File: src/rtl/vga_pattern_source.sv
// Pixel-data stage behind the VGA timing generator: tracks active-area position and
// emits a switch-selected 12-bit test pattern, with syncs delayed to match RGB latency.
module vga_pattern_source #(
  parameter int unsigned HD        = 1280,
  parameter int unsigned VD        = 1024,
  parameter int unsigned X_BITS    = 11,
  parameter int unsigned Y_BITS    = 11,
  parameter int unsigned BOX_SIZE  = 64,
  parameter int unsigned CHECK_BIT = 5
) (
  input  logic        Clk,
  input  logic        Reset_n,
  input  logic        PixelEnIn,
  input  logic        HsyncIn,
  input  logic        VsyncIn,
  input  logic [1:0]  Mode,
  input  logic [11:0] SwColor,
  output logic        HsyncOut,
  output logic        VsyncOut,
  output logic [11:0] RGB,
  output logic [7:0]  FrameCount
);

  localparam logic [X_BITS-1:0] XLast = X_BITS'(HD - 1);
  localparam logic [Y_BITS-1:0] YLast = Y_BITS'(VD - 1);
  localparam logic [X_BITS-1:0] CLast = X_BITS'(HD / 8 - 1);
  localparam logic [X_BITS-1:0] BxMax = X_BITS'(HD - BOX_SIZE);
  localparam logic [Y_BITS-1:0] ByMax = Y_BITS'(VD - BOX_SIZE);
  localparam logic [X_BITS:0]   BoxW  = (X_BITS + 1)'(BOX_SIZE);
  localparam logic [Y_BITS:0]   BoxH  = (Y_BITS + 1)'(BOX_SIZE);

  logic              vsync_q;
  logic [X_BITS-1:0] x_q, x_d, c_q, c_d, bx_q, bx_d;
  logic [Y_BITS-1:0] y_q, y_d, by_q, by_d;
  logic [2:0]        b_q, b_d;
  logic [1:0]        mode_q;
  logic              dx_q, dx_d, dy_q, dy_d;  // 1 = moving in the + direction
  logic [7:0]        frame_q;
  logic [11:0]       rgb_q, rgb_d, pix, bar_rgb;
  logic              hs_q, vs_q;
  logic              fs, in_box;

  assign fs = VsyncIn & ~vsync_q;

  always_comb begin
    x_d = x_q;
    y_d = y_q;
    b_d = b_q;
    c_d = c_q;
    if (fs) begin
      x_d = '0;
      y_d = '0;
      b_d = '0;
      c_d = '0;
    end else if (PixelEnIn) begin
      if (x_q == XLast) begin
        x_d = '0;
        y_d = (y_q == YLast) ? '0 : y_q + Y_BITS'(1);
        b_d = '0;
        c_d = '0;
      end else begin
        x_d = x_q + X_BITS'(1);
        if (c_q == CLast) begin
          c_d = '0;
          b_d = b_q + 3'd1;
        end else begin
          c_d = c_q + X_BITS'(1);
        end
      end
    end
  end

  // Box bounces off the edges, stepping once per frame.
  always_comb begin
    bx_d = bx_q;
    by_d = by_q;
    dx_d = dx_q;
    dy_d = dy_q;
    if (fs) begin
      if (dx_q && bx_q == BxMax) begin
        dx_d = 1'b0;
        bx_d = bx_q - X_BITS'(1);
      end else if (!dx_q && bx_q == '0) begin
        dx_d = 1'b1;
        bx_d = X_BITS'(1);
      end else begin
        bx_d = dx_q ? bx_q + X_BITS'(1) : bx_q - X_BITS'(1);
      end
      if (dy_q && by_q == ByMax) begin
        dy_d = 1'b0;
        by_d = by_q - Y_BITS'(1);
      end else if (!dy_q && by_q == '0) begin
        dy_d = 1'b1;
        by_d = Y_BITS'(1);
      end else begin
        by_d = dy_q ? by_q + Y_BITS'(1) : by_q - Y_BITS'(1);
      end
    end
  end

  always_comb begin
    bar_rgb = 12'h000;
    case (b_q)
      3'd0:    bar_rgb = 12'hFFF;
      3'd1:    bar_rgb = 12'hFF0;
      3'd2:    bar_rgb = 12'h0FF;
      3'd3:    bar_rgb = 12'h0F0;
      3'd4:    bar_rgb = 12'hF0F;
      3'd5:    bar_rgb = 12'hF00;
      3'd6:    bar_rgb = 12'h00F;
      default: bar_rgb = 12'h000;
    endcase
  end

  assign in_box = ({1'b0, x_q} >= {1'b0, bx_q}) && ({1'b0, x_q} < {1'b0, bx_q} + BoxW) &&
                  ({1'b0, y_q} >= {1'b0, by_q}) && ({1'b0, y_q} < {1'b0, by_q} + BoxH);

  always_comb begin
    pix = SwColor;
    unique case (mode_q)
      2'd0: pix = SwColor;
      2'd1: pix = bar_rgb;
      2'd2: pix = (x_q[CHECK_BIT] ^ y_q[CHECK_BIT]) ? SwColor : 12'h000;
      2'd3: pix = in_box ? SwColor : 12'h222;
    endcase
    rgb_d = PixelEnIn ? pix : 12'h000;
  end

  always_ff @(posedge Clk or negedge Reset_n) begin
    if (!Reset_n) begin
      vsync_q <= 1'b0;
      x_q     <= '0;
      y_q     <= '0;
      b_q     <= '0;
      c_q     <= '0;
      mode_q  <= '0;
      bx_q    <= '0;
      by_q    <= '0;
      dx_q    <= 1'b1;
      dy_q    <= 1'b1;
      frame_q <= '0;
      rgb_q   <= '0;
      hs_q    <= 1'b0;
      vs_q    <= 1'b0;
    end else begin
      vsync_q <= VsyncIn;
      x_q     <= x_d;
      y_q     <= y_d;
      b_q     <= b_d;
      c_q     <= c_d;
      bx_q    <= bx_d;
      by_q    <= by_d;
      dx_q    <= dx_d;
      dy_q    <= dy_d;
      rgb_q   <= rgb_d;
      hs_q    <= HsyncIn;
      vs_q    <= VsyncIn;
      if (fs) begin
        mode_q  <= Mode;
        frame_q <= frame_q + 8'd1;
      end
    end
  end

  assign RGB        = rgb_q;
  assign HsyncOut   = hs_q;
  assign VsyncOut   = vs_q;
  assign FrameCount = frame_q;

endmodule

File: config.mk
export PLATFORM = sky130hd
export DESIGN_NAME = vga_pattern_source
export DESIGN_NICKNAME = d
export VERILOG_FILES = /design/src/rtl/vga_pattern_source.sv
export SDC_FILE = /design/constraint.sdc
export NUM_CORES = 1
export LEC_CHECK = 0
export CAP_MARGIN = 5
export CELL_PAD_IN_SITES_DETAIL_PLACEMENT = 0
export CELL_PAD_IN_SITES_GLOBAL_PLACEMENT = 1
export CORE_UTILIZATION = 30
export CTS_CLUSTER_DIAMETER = 150
export DETAILED_ROUTE_END_ITERATION = 10
export GPL_TIMING_DRIVEN = 0
export PLACE_DENSITY_LB_ADDON = 0.08
export RECOVER_POWER = 100
export REMOVE_ABC_BUFFERS = 1
export SLEW_MARGIN = 20
export SYNTH_ARGS = -nofsm -noshare
export SYNTH_HDL_FRONTEND = slang
export SYNTH_SLANG_ARGS = --single-unit
File: constraint.sdc
create_clock -name Clk -period 3.3 [get_ports Clk]
set_input_delay 0.33 -clock Clk [delete_from_list [all_inputs] [get_ports Clk]]
set_output_delay 0.33 -clock Clk [all_outputs]
set_load 0.01 [all_outputs]
==> impl_metrics.yaml <==
logic_synthesis:
  ys_seq_area_share_pct: 37.1
  netlist_top_cells_area: "dfrtp_1 36%, ha_1 11%, a21oi_1 5.0%"
  synth_top_area_share_pct: 36.2
  netlist_instances: 663
  ys_warn_count: 0
  synth_edf_count: 0
  synth-main-ff-cell: "dfrtp_1"
  synth.avg_cell_area_um2: 8.56
  synthTopCellsByCount: "82 x dfrtp_1, 68 x nand2_1, 57 x a21oi_1, 49 x ha_1, 49 x nor2_1"
  yosys.area.top_type: "dfrtp_1"
  ys_types: 64
  synth_most_common_cell: "dfrtp_1"
  syn_area_um2: 5670
  ys_ff_latch: 84
  async_reset_ff_share_pct: 100
routing:
  drtIter0Drc: 225
  ant_nets: 0
  drt-total-wl_um: 15300
  drc: 0
  wl_per_cell_um: 16.5
  vias: 4980
  dr.pass1.iters: 4
  routed_via_density: 5.35
clocking:
  worstSkewPairLatency_ns: 0.35
  cts_tree: "yes"
  clockRootBuffer: "clkbuf_16"
  clockBufferDepth: 2
  cts_buffers: 9
  htreeDepth: 3
  clock-sinks: 84
  clk_pin_slew_ns: 0.07
layout:
  multiInputGateArea_um2: 3320
  layout.nets: 764
  finish.instance_area_um2: 6630
  seq_area_um2: 2110
  fill_cells: 1881
  n_antenna_cell: 0
  stdcell_count: 930
  area_delta_synth_final_pct: 16.9
  drive_above_1_share_pct: 6.13
critical_path:
  timing.rr.start: "by_q[6]"
  critical_path.slowest_cell: "dfrtp_2"
  slowest_delay_ns: 0.43
  cp.buffers_inverters: 0
  worst_setup_path_start_kind: "register"
  regToRegSetupSlack_ns: 0.18
  reg2reg_depth: 11
  r2r_end: "RGB[2]"
  cp-end-kind: "register"
  path_cells: "ha_2, and3_1, and2_1, nor2_2, ha_1, and3_2, a221o_1, a31oi_4, o2111ai_4, or3_4, o22ai_1"
  critPathMaxFanout: 5
  crit_path_end: "RGB[2]"
  cp_num_cells: 11
  crit_required_ns: 3.56
  arrival_ns: 3.38
  crit_family: "simple AND/OR/NAND/NOR gates"
  crit_type: "register to register"
  startpoint: "by_q[6]"
power_and_ir_drop:
  swShare_pct: 39.0
  seqPwrFrac_pct: 39.2
  p_int_uw: 2390
  p_switching_uw: 1520
  power_density_nw_per_um2: 590
  clkPwrFrac_pct: 27.8
  leakagePower_uw: 0.00286
  power_frac_comb_pct: 33.0
  vdd_ir_drop_max_mv: 0.247
timing:
  maxSlewHeadroom_pct: -0.478
  final_max_slew_viol_count: 26
  finalHoldViolations: 0
  fmax_mhz: 321
  period_share_pct: 94.5
  period_minus_slack_ns: 3.12
  worst_pin_slew_ns: 1.51
  finalClockSkew_ns: 0.00773
  setup_viol: 0
min_path:
  min_path_type: "register to register"
global_route:
  grt_max_degree: 61
  grt_usage_pct: 16.5
  grt_first_pass_wirelength_um: 25600
  grt_overflow: 0
  grt_pass1_vias: 4964
  antenna_found_initial: 0
floorplanning:
  die-area_um2: 19500
  coreArea_um2: 18300
  rows: 49
  die_x_um: 140
  ios: 41
  start_util_pct: 31.1
  die_y_um: 140
placement:
  placed_cells: 910
  place_hpwl_um: 11000
  postPlaceCellArea_um2: 6320
  port_buffers: 40
  gp_congestion: 0.846
run:
  cap_viol_max_count: 1
outcome:
  violations: "capacitance limit, slew limit"
  run_status: "finished with violations"
worst min path at each step:
stage,startpoint,end,slack (ns),depth (start not counted)
2_1_floorplan,Reset_n,FrameCount[0],0.03,0
4_1_cts,Reset_n,c_q[0],0.42,2
3_5_place_dp,Reset_n,c_q[3],0.23,1
6_report,FrameCount[7],FrameCount[7],0.46,1
3_3_place_gp,FrameCount[7],FrameCount[7],0.46,1
5_1_grt,FrameCount[7],FrameCount[7],0.49,1
logic make-up (layout without fill, tap and decap cells):
logic type,Yosys count,in the layout,synth area share (%)
AOI/OAI and AO/OA,186,186,20.6
xor gates and xnor gates,29,29,4.48
adders and majority gates,49,49,10.8
buffers and inverters,68,105,5.05
DFF,84,84,37.1
muxes,1,1,0.198
and+or+nand+nor,246,247,21.8
per-layer routing:
metal  track usage, %  share of wire [%]  vias up
met5                0                  0        -
met4             6.02                1.5        0
met3             2.20                2.8       14
met2             27.4                 47       86
met1             22.0                 49     2400
li1                 -                  -     2480
cells in the final DEF (no fill, tap or decap), types with 3 or more instances in the layout:
master,n
dfrtp_1,79
nand2_1,68
a21oi_1,57
o21ai_0,51
nor2_1,47
ha_1,47
inv_1,41
nand3_1,30
dlygate4sd3_1,26
nand4_1,17
nor3_1,16
xor2_1,15
xnor2_1,14
clkdlybuf4s50_1,14
o22ai_1,13
nand2b_1,12
o31ai_1,11
and3_1,10
nor2b_1,10
and4_1,9
clkbuf_16,9
a211oi_1,7
a31oi_1,7
a21o_1,5
or3_1,5
and2_1,4
a2111oi_0,3
or4_1,3
dfrtp_2,3
inv_6,3
flip-flops by register name (all words and copies together), names as in the netlist:
| name | count |
|---|---|
| RGB | 12 |
| bx_q | 11 |
| by_q | 11 |
| c_q | 11 |
| x_q | 11 |
| y_q | 11 |
| FrameCount | 8 |
| b_q | 3 |
| mode_q | 2 |
| HsyncOut | 1 |
| VsyncOut | 1 |
| dx_q | 1 |
| dy_q | 1 |
metrics by stage:
step / setup WS (ns) / setup TNS [ns] / util (%) / power, uW / hold slack [ns]
6_report: 0.182 / 0 / 36.3 / 3910 / 0.462
5_1_grt: -0.0396 / -0.190 / 36.3 / 4210 / 0.490
4_1_cts: 0.0330 / 0 / 36.6 / 3970 / 0.418
3_3_place_gp: -1.63 / -173.40 / 34.1 / 2790 / 0.456
3_5_place_dp: -0.184 / -1.46 / 34.6 / 2840 / 0.226
2_1_floorplan: 0.437 / 0 / - / 2350 / 0.0344
power groups by stage:
stage          clock network (uW)  logic, uW  registers, uW
2_1_floorplan                   0        862           1490
3_3_place_gp                    0       1240           1550
3_5_place_dp                    0       1280           1560
4_1_cts                      1120       1320           1530
5_1_grt                      1160       1470           1580
6_report                     1090       1290           1530
what timing repair did:
item                                    in CTS  in global routing
pin swaps                                    2                  2
resized for setup                            6                 10
endpoints found under the hold margin       23                  0
hold buffers                                 1                  0
setup buffers                                2                  0
endpoints found under the setup margin       9                 12
gates cloned                                 1                  0
layout make-up:
class / instances / share of cell area, %
repair buffers: 46 / 6.79
clock inverters: 7 / 1.21
well taps: 229 / 4.32
multi-input cells: 512 / 50.1
flip-flops and latches: 84 / 31.8
clock buffers: 9 / 3.40
inverters: 43 / 2.43
No activity file was read; power rests on OpenSTA's default activity.
